### src/rtl/clk_div_gen.sv
// -----------------------------------------------------------------------------
// clk_div_gen -- programmable integer clock divider
//
// Produces a registered, glitch-free divided clock (clk_out) with period
// cur_div source cycles: ceil(N/2) cycles high followed by floor(N/2) cycles
// low. Odd ratios are high-biased by one cycle. Ratio changes and stop
// requests take effect only at period boundaries, so no runt pulse is ever
// emitted.
//
// Ports:
//   clk          source clock, all logic on posedge
//   rst          asynchronous active-low reset
//   en           run request (level)
//   div_val      requested divide ratio N (CNT_W bits)
//   div_load     one-cycle strobe capturing div_val as the pending ratio
//   div_ack      one-cycle pulse when a pending ratio becomes active
//   div_err      one-cycle pulse after a div_load with N < 2 (load ignored)
//   clk_out      divided clock, straight from a flop
//   clk_out_rise high in the cycle clk_out shows its 0->1 change
//   clk_out_fall high in the cycle clk_out shows its 1->0 change
//   busy         high whenever the phase machine is not IDLE
// -----------------------------------------------------------------------------
module clk_div_gen #(
  parameter int CNT_W       = 8,
  parameter int DEFAULT_DIV = 2
) (
  input  logic             clk,
  input  logic             rst,
  input  logic             en,
  input  logic [CNT_W-1:0] div_val,
  input  logic             div_load,
  output logic             div_ack,
  output logic             div_err,
  output logic             clk_out,
  output logic             clk_out_rise,
  output logic             clk_out_fall,
  output logic             busy
);

  typedef enum logic [1:0] {
    IDLE = 2'd0,
    HIGH = 2'd1,
    LOW  = 2'd2
  } state_t;

  localparam logic [CNT_W-1:0] CNT_ONE = {{(CNT_W-1){1'b0}}, 1'b1};
  localparam logic [CNT_W-1:0] DIV_RST = CNT_W'(DEFAULT_DIV);

  // High phase = ceil(N/2). Built as floor(N/2) + lsb so that N = 2^CNT_W-1
  // does not overflow CNT_W bits (the result is at most 2^(CNT_W-1)).
  function automatic logic [CNT_W-1:0] high_len(input logic [CNT_W-1:0] n);
    high_len = (n >> 1) + {{(CNT_W-1){1'b0}}, n[0]};
  endfunction

  // Low phase = floor(N/2).
  function automatic logic [CNT_W-1:0] low_len(input logic [CNT_W-1:0] n);
    low_len = n >> 1;
  endfunction

  state_t           state, state_nxt;
  logic [CNT_W-1:0] cnt, cnt_nxt;
  logic [CNT_W-1:0] cur_div;
  logic [CNT_W-1:0] pending_div;
  logic             pending_valid;
  logic             apply_pend;
  logic             load_ok;
  logic             load_bad;

  // A ratio is legal when any bit above bit 0 is set, i.e. N >= 2.
  assign load_ok  = div_load && (div_val[CNT_W-1:1] != '0);
  assign load_bad = div_load && (div_val[CNT_W-1:1] == '0);

  assign busy = (state != IDLE);

  // Next-state logic: cnt runs 1..H in HIGH and 1..L in LOW. Periods are
  // only started (and pending ratios only applied) out of IDLE or at the
  // end of LOW; en is ignored inside a period so phases are never cut short.
  always_comb begin
    state_nxt  = state;
    cnt_nxt    = cnt;
    apply_pend = 1'b0;
    case (state)
      IDLE: begin
        cnt_nxt = '0;
        if (en) begin
          state_nxt  = HIGH;
          cnt_nxt    = CNT_ONE;
          apply_pend = pending_valid;
        end
      end
      HIGH: begin
        if (cnt == high_len(cur_div)) begin
          state_nxt = LOW;
          cnt_nxt   = CNT_ONE;
        end else begin
          cnt_nxt = cnt + CNT_ONE;
        end
      end
      LOW: begin
        if (cnt == low_len(cur_div)) begin
          if (en) begin
            state_nxt  = HIGH;
            cnt_nxt    = CNT_ONE;
            apply_pend = pending_valid;
          end else begin
            state_nxt = IDLE;
            cnt_nxt   = '0;
          end
        end else begin
          cnt_nxt = cnt + CNT_ONE;
        end
      end
      default: begin
        state_nxt = IDLE;
        cnt_nxt   = '0;
      end
    endcase
  end

  // State, ratio bookkeeping and registered outputs. clk_out and its strobes
  // are registered copies of the phase state, so every output toggles from
  // a flop and the strobes line up with the cycle clk_out changes.
  always_ff @(posedge clk or negedge rst) begin
    if (!rst) begin
      state         <= IDLE;
      cnt           <= '0;
      cur_div       <= DIV_RST;
      pending_div   <= DIV_RST;
      pending_valid <= 1'b0;
      clk_out       <= 1'b0;
      clk_out_rise  <= 1'b0;
      clk_out_fall  <= 1'b0;
      div_ack       <= 1'b0;
      div_err       <= 1'b0;
    end else begin
      state        <= state_nxt;
      cnt          <= cnt_nxt;
      clk_out      <= (state == HIGH);
      clk_out_rise <= (state == HIGH) && !clk_out;
      clk_out_fall <= (state != HIGH) && clk_out;
      div_ack      <= apply_pend;
      div_err      <= load_bad;
      if (apply_pend) begin
        cur_div <= pending_div;
      end
      // A load landing on a boundary edge wins over the clear, so it stays
      // pending for the following boundary.
      if (load_ok) begin
        pending_div   <= div_val;
        pending_valid <= 1'b1;
      end else if (apply_pend) begin
        pending_valid <= 1'b0;
      end
    end
  end

endmodule
### config.mk
export PLATFORM = sky130hd
export DESIGN_NAME = clk_div_gen
export DESIGN_NICKNAME = d
export VERILOG_FILES = /design/src/rtl/clk_div_gen.sv
export SDC_FILE = /design/constraint.sdc
export NUM_CORES = 1
export LEC_CHECK = 0
export ABC_AREA = 1
export CAP_MARGIN = 10
export CORE_ASPECT_RATIO = 1.1
export CORE_MARGIN = 2
export CORE_UTILIZATION = 50
export CTS_CLUSTER_DIAMETER = 50
export DETAILED_ROUTE_END_ITERATION = 7
export GPL_TIMING_DRIVEN = 0
export PLACE_DENSITY = 0.74
export SLEW_MARGIN = 40
export SYNTH_ARGS = -nofsm -noshare
export SYNTH_HDL_FRONTEND = slang
export SYNTH_SLANG_ARGS = --single-unit
### constraint.sdc
create_clock -name clk -period 3 [get_ports clk]
set_clock_uncertainty 0.2 [all_clocks]
set_input_delay 0.6 -clock clk [delete_from_list [all_inputs] [get_ports clk]]
set_output_delay 0.6 -clock clk [all_outputs]
set_load 0.02 [all_outputs]
# Word level (Yosys, flattened, before mapping)
# Index checks and enable logic that the tools add are counted.
[totals] reg_bits=32 in_bits=12 out_inout_bits=6 wordCells=45
[classes] addsub=2 eq_ne=8 mux=14 n_reduce_logical=11
[op_table] cell="8-bit case mux with 3 select lines" n=1
[op_table] cell="8-bit two-way mux" n=2
[op_table] cell="7-bit by 1-bit adder with 8-bit output" n=1
[op_table] cell="8-bit by 1-bit adder with 8-bit output, second input constant" n=1
[op_table] cell="8-bit by 7-bit equality test with 1-bit output" n=1
[op_table] cell="8-bit equality test" n=1
[op_table] cell="7-bit zero test" n=1
[op_table] cell="7-bit nonzero test" n=1
[op_table] cell="1-bit two-way mux" n=6
[op_table] cell="2-bit two-way mux" n=3
[op_table] cell="2-bit != test, second input constant" n=3
[op_table] cell="2-bit case mux with 3 select lines" n=1
[op_table] cell="1-bit logical AND" n=4
[op_table] cell="2-bit nonzero test" n=2
[op_table] cell="3-bit AND reduction" n=1
[op_table] cell="2-bit by 1-bit equality test with 1-bit output, second input constant" n=1
[op_table] cell="2-bit equality test, second input constant" n=1
[op_table] cell="2-bit zero test" n=1
[op_table] cell="2-bit by 1-bit != test with 1-bit output, second input constant" n=1
[op_table] cell="1-bit case mux with 2 select lines" n=1
[op_table] cell="1-bit zero test" n=1

# Depth between registers and ports, before layout
[logic_depth] depth_word=5 ltp_mapped=12 depth_no_buf=12

# Least setup slack after synthesis
# No wires, ideal clock.
[synth_timing] path_type="reg2reg" from="reg cur_div[1]" to="reg cnt[2]" setup_ps=117 arrival_ps=1548 required_time_ps=2683 path_slack_ps=1135 path_stages_with_launch=12 n_path_buf=0 period_less_slack_ps=1865 path_cell_list="dfstp_2 -> ha_1 -> ha_1 -> nand3_1 -> nor2_1 -> nand2_1 -> nand2_1 -> nand2_1 -> nor2_1 -> nand2_2 -> nand3_1 -> nand2_1"
[synth_between] elab_chain_cells=4 elab_cells_between_ends=6 classes_between="add/sub (1); eq/ne (2); mux (3)"
[synth_rtl] element="from (decl)" line_no="62" rtl="logic [CNT_W-1:0] cur_div;"
[synth_rtl] element="from (signal assigned)" line_no="144" rtl="cur_div <= pending_div;"
[synth_rtl] element="7-bit by 1-bit adder with 8-bit output" line_no="52" rtl="high_len = (n >> 1) + {{(CNT_W-1){1'b0}}, n[0]};"
[synth_rtl] element="8-bit equality test" line_no="92" rtl="if (cnt == high_len(cur_div)) begin"
[synth_rtl] element="8-bit two-way mux" line_no="92"
[synth_rtl] element="8-bit case mux with 3 select lines *" line_no="82" rtl="case (state)"
[synth_rtl] element="via cnt_nxt[2]" line_no="61" rtl="logic [CNT_W-1:0] cnt, cnt_nxt;"
[synth_rtl] element="to (signal assigned)" line_no="137" rtl="cnt <= cnt_nxt;"
[synth_rtl] element="to (decl)" line_no="61"
# The timed path passes the listed nets; every way through them passes the cells marked *.
# A chain may end at the register's enable or synchronous reset.

# Worst setup path after layout
[layout_timing] from="reg state[1]" to="out busy"
[layout_between] elab_chain_cells=1
[layout_rtl] element="from (decl)" line_no="60" rtl="state_t state, state_nxt;"
[layout_rtl] element="from (signal assigned)" line_no="136" rtl="state <= state_nxt;"
[layout_rtl] element="2-bit nonzero test" line_no="73" rtl="assign busy = (state != IDLE);"
[layout_rtl] element="to (decl)" line_no="37" rtl="output logic busy"
# No other way between the ends.

==> results.md <==
* Status: finished clean
* Initial antenna violation count at 0
* Vias post-DR at 1577
* Total track usage at 20.9%
* Minimum clock period at 2.23 ns
* Drt via density at 4.76
* FF-to-FF End: cnt[1]
* DR WL/cell at 10.7 um
* Post-route antenna net violation count at 0
* Setup ws final at 0.770 ns
* Worst min-delay path class: in -> async
* Synth Register Bits at 32
* Area Growth Syn to Fin at 19.9%
* Post-DP HPWL at 2650 um
* DP Cell Count at 323
* Crit. Startpoint: state[1]
* Avg Synthesized Cell Area at 7.15 um^2
* Die X at 61.6 um
* Rows at 23
* Share of layout cells above drive strength 1 at 8.90%
* Total wire length at 3540 um
* Starting Density at 51.1%
* Fin. max-slew vios at 0
* Post-layout power at 0.895 mW
* GR Layer Usage met2 at 32.5%
* Endpoints failing setup at 0
* Mapped Area at 0.00182 mm^2
* Post-Synthesis Cells at 255
* Clk slew on worst S/H paths at 0.07 ns
* TritonCTS clock tree: yes
* Setup TNS Final at 0 ns
* Worst slack, placed at 0.611 ns
* Port-buffer cells at 17
* RSZ-0062 raised after global routing: no
* Rel. slew slack at 65.4%
* Fin. Hold Viols at 0
* Reg-to-reg slack, setup at 0.89 ns
* Register area at 803 um^2
* Syn_nets at 270
* Vias in the first global route at 1497
* Max FO, Critical Path at 4
* Ports at 18
* Post-CTS Setup Bufs at 0
* Die Y at 67.4 um
* CTS Hold Bufs at 0
* Layout Nets at 295
* Remaining Overflow, GRT at 0
* Detailed Route Iter0 Violations at 64
* R2r worst-path depth at 11
* Power per standard cell area at 409 mW/mm^2
* Post_cts resized at 0
* CTS buffer count at 5
* Area of the multi-input gates at 857 um^2
* Largest net degree at the start of global routing at 19
* Util after Layout at 61.3%
* Slew at the pin closest to its max-slew limit at 0.517 ns
* Synth cell types at 21
* MaxCap Viol Count at 0
* GRT busiest layer: met2
* First-pass GRT wire length at 6400 um
* Drt drc at 0
* Crit Path Category: reg -> out
* Register area share after synthesis at 44.0%
* Highest Clock Rate at 448 MHz
* ANT cells at 0
* Leak pwr at 1.16 nW
* CTS root buffer: clkbuf_8
* Non-Filler Instances at 331
* Period Utilization, post-route at 74.3%
* Met3 GRT Util at 3.45%
* Worst Path Arrival at 1.43 ns
* Peak supply drop at 0.333 mV
* CP endpoint kind: output port
* Number of H-tree levels at 2
* Most frequent cells in the layout: nand2_1, inv_1, nand3_1, dfrtp_1, clkdlybuf4s50_1
* CP startpoint kind: flip-flop
* Core area at 0.00357 mm^2
* Die area at 0.00415 mm^2
* M1 GR Usage at 28.8%
* Req. time, crit path at 2.20 ns
* YS warnings at 0
* Sink Count at 32
* Commonest non-fill, non-tap cell in the layout: nand2_1
* Clk_lat worst skew at 0.28 ns
* Drt pass-1 iters at 4
* Clock buffer depth at 2
* Critical R2R Launch: cur_div[1]
* GP Congestion at 0.803
* Filler cells at 347
-- cell usage after synthesis --
| library cell | count | share of area (%) |
|---|---|---|
| ha_1 | 3 | 2.1 |
| nand2_1 | 107 | 22 |
| o22ai_1 | 1 | 0.34 |
| nand4_1 | 1 | 0.34 |
| dfstp_2 | 2 | 2.9 |
| xor2_1 | 6 | 2.9 |
| o21ai_0 | 5 | 1.4 |
| nor2_1 | 14 | 2.9 |
| inv_1 | 38 | 7.8 |
| nand3_1 | 32 | 8.8 |
| nor3_1 | 1 | 0.27 |
| nand2_4 | 2 | 1.2 |
| nand2_2 | 5 | 1.7 |
| nand3_4 | 1 | 0.96 |
| nor2_4 | 2 | 1.2 |
| buf_4 | 1 | 0.41 |
| nor4_1 | 1 | 0.34 |
| nand3_2 | 1 | 0.55 |
| clkinv_4 | 1 | 0.48 |
| buf_2 | 1 | 0.27 |
| dfrtp_1 | 30 | 41 |
-- worst max-delay path by stage --
| stage | to | slack, ns | cells after the start |
|---|---|---|---|
| after floorplan | cnt[2] | 1.13 | 11 |
| after global placement | cnt[5] | 0.50 | 1 |
| after detailed placement | pending_div[7] | 0.61 | 6 |
| after CTS | busy | 0.75 | 3 |
| after global routing | busy | 0.70 | 3 |
| final | busy | 0.77 | 3 |
-- area by class of cell --
class / count / area share, %
buffer: 2 / 0.572
clock buffer: 6 / 3.32
clock inverter: 2 / 1.60
inverter: 39 / 6.92
multi-input combinational: 182 / 39.2
sequential: 32 / 36.7
tap: 50 / 2.86
timing repair buffer: 18 / 8.81
-- state kept, by name (all words and copies together) (netlist names) --
register and cells:
clk_out 1, clk_out_rise 1, cnt 8, clk_out_fall 1, div_ack 1, div_err 1
cur_div 8, pending_div 8, pending_valid 1, state 2
-- worst max-delay path, stage by stage, from the launching register on --
cell and delay (ns):
dfrtp_1 0.43, nor2_1 0.14, inv_1 0.05, clkdlybuf4s50_1 0.53
-- metrics by stage --
step           instance area [um^2]  hold WS (ns)
3_5_place_dp                   2080         0.248
3_3_place_gp                   2060         0.233
5_1_grt                        2190        0.0445
6_report                       2190        0.0231
2_1_floorplan                  1820         0.104
4_1_cts                        2190        0.0284
-- logic make-up (layout without fill, tap and decap cells) --
group / after synthesis / in the layout / share of synthesized area, %
AND/OR/NAND/NOR: 167 / 167 / 40.3
AO/OA/AOI/OAI: 6 / 6 / 1.71
buffers and inverters: 41 / 67 / 8.99
flip-flops: 32 / 32 / 44.0
adder cells (fa/ha/maj): 3 / 3 / 2.06
XOR/XNOR: 6 / 6 / 2.88
-- power breakdown --
part           internal (mW)  leakage (nW)  total (mW)  switching, mW
logic                 0.0217         0.712      0.0436         0.0218
registers              0.442         0.397       0.448        0.00542
clock network          0.246        0.0552       0.403          0.157
total                  0.710          1.16       0.895          0.184
-- per-layer routing --
metal	part of all wire, %	up-vias
met5	0	-
met4	1.6	0
met3	2.1	5
met2	49	20
met1	47	724
li1	-	828
Power figures use the tool's default switching activity.
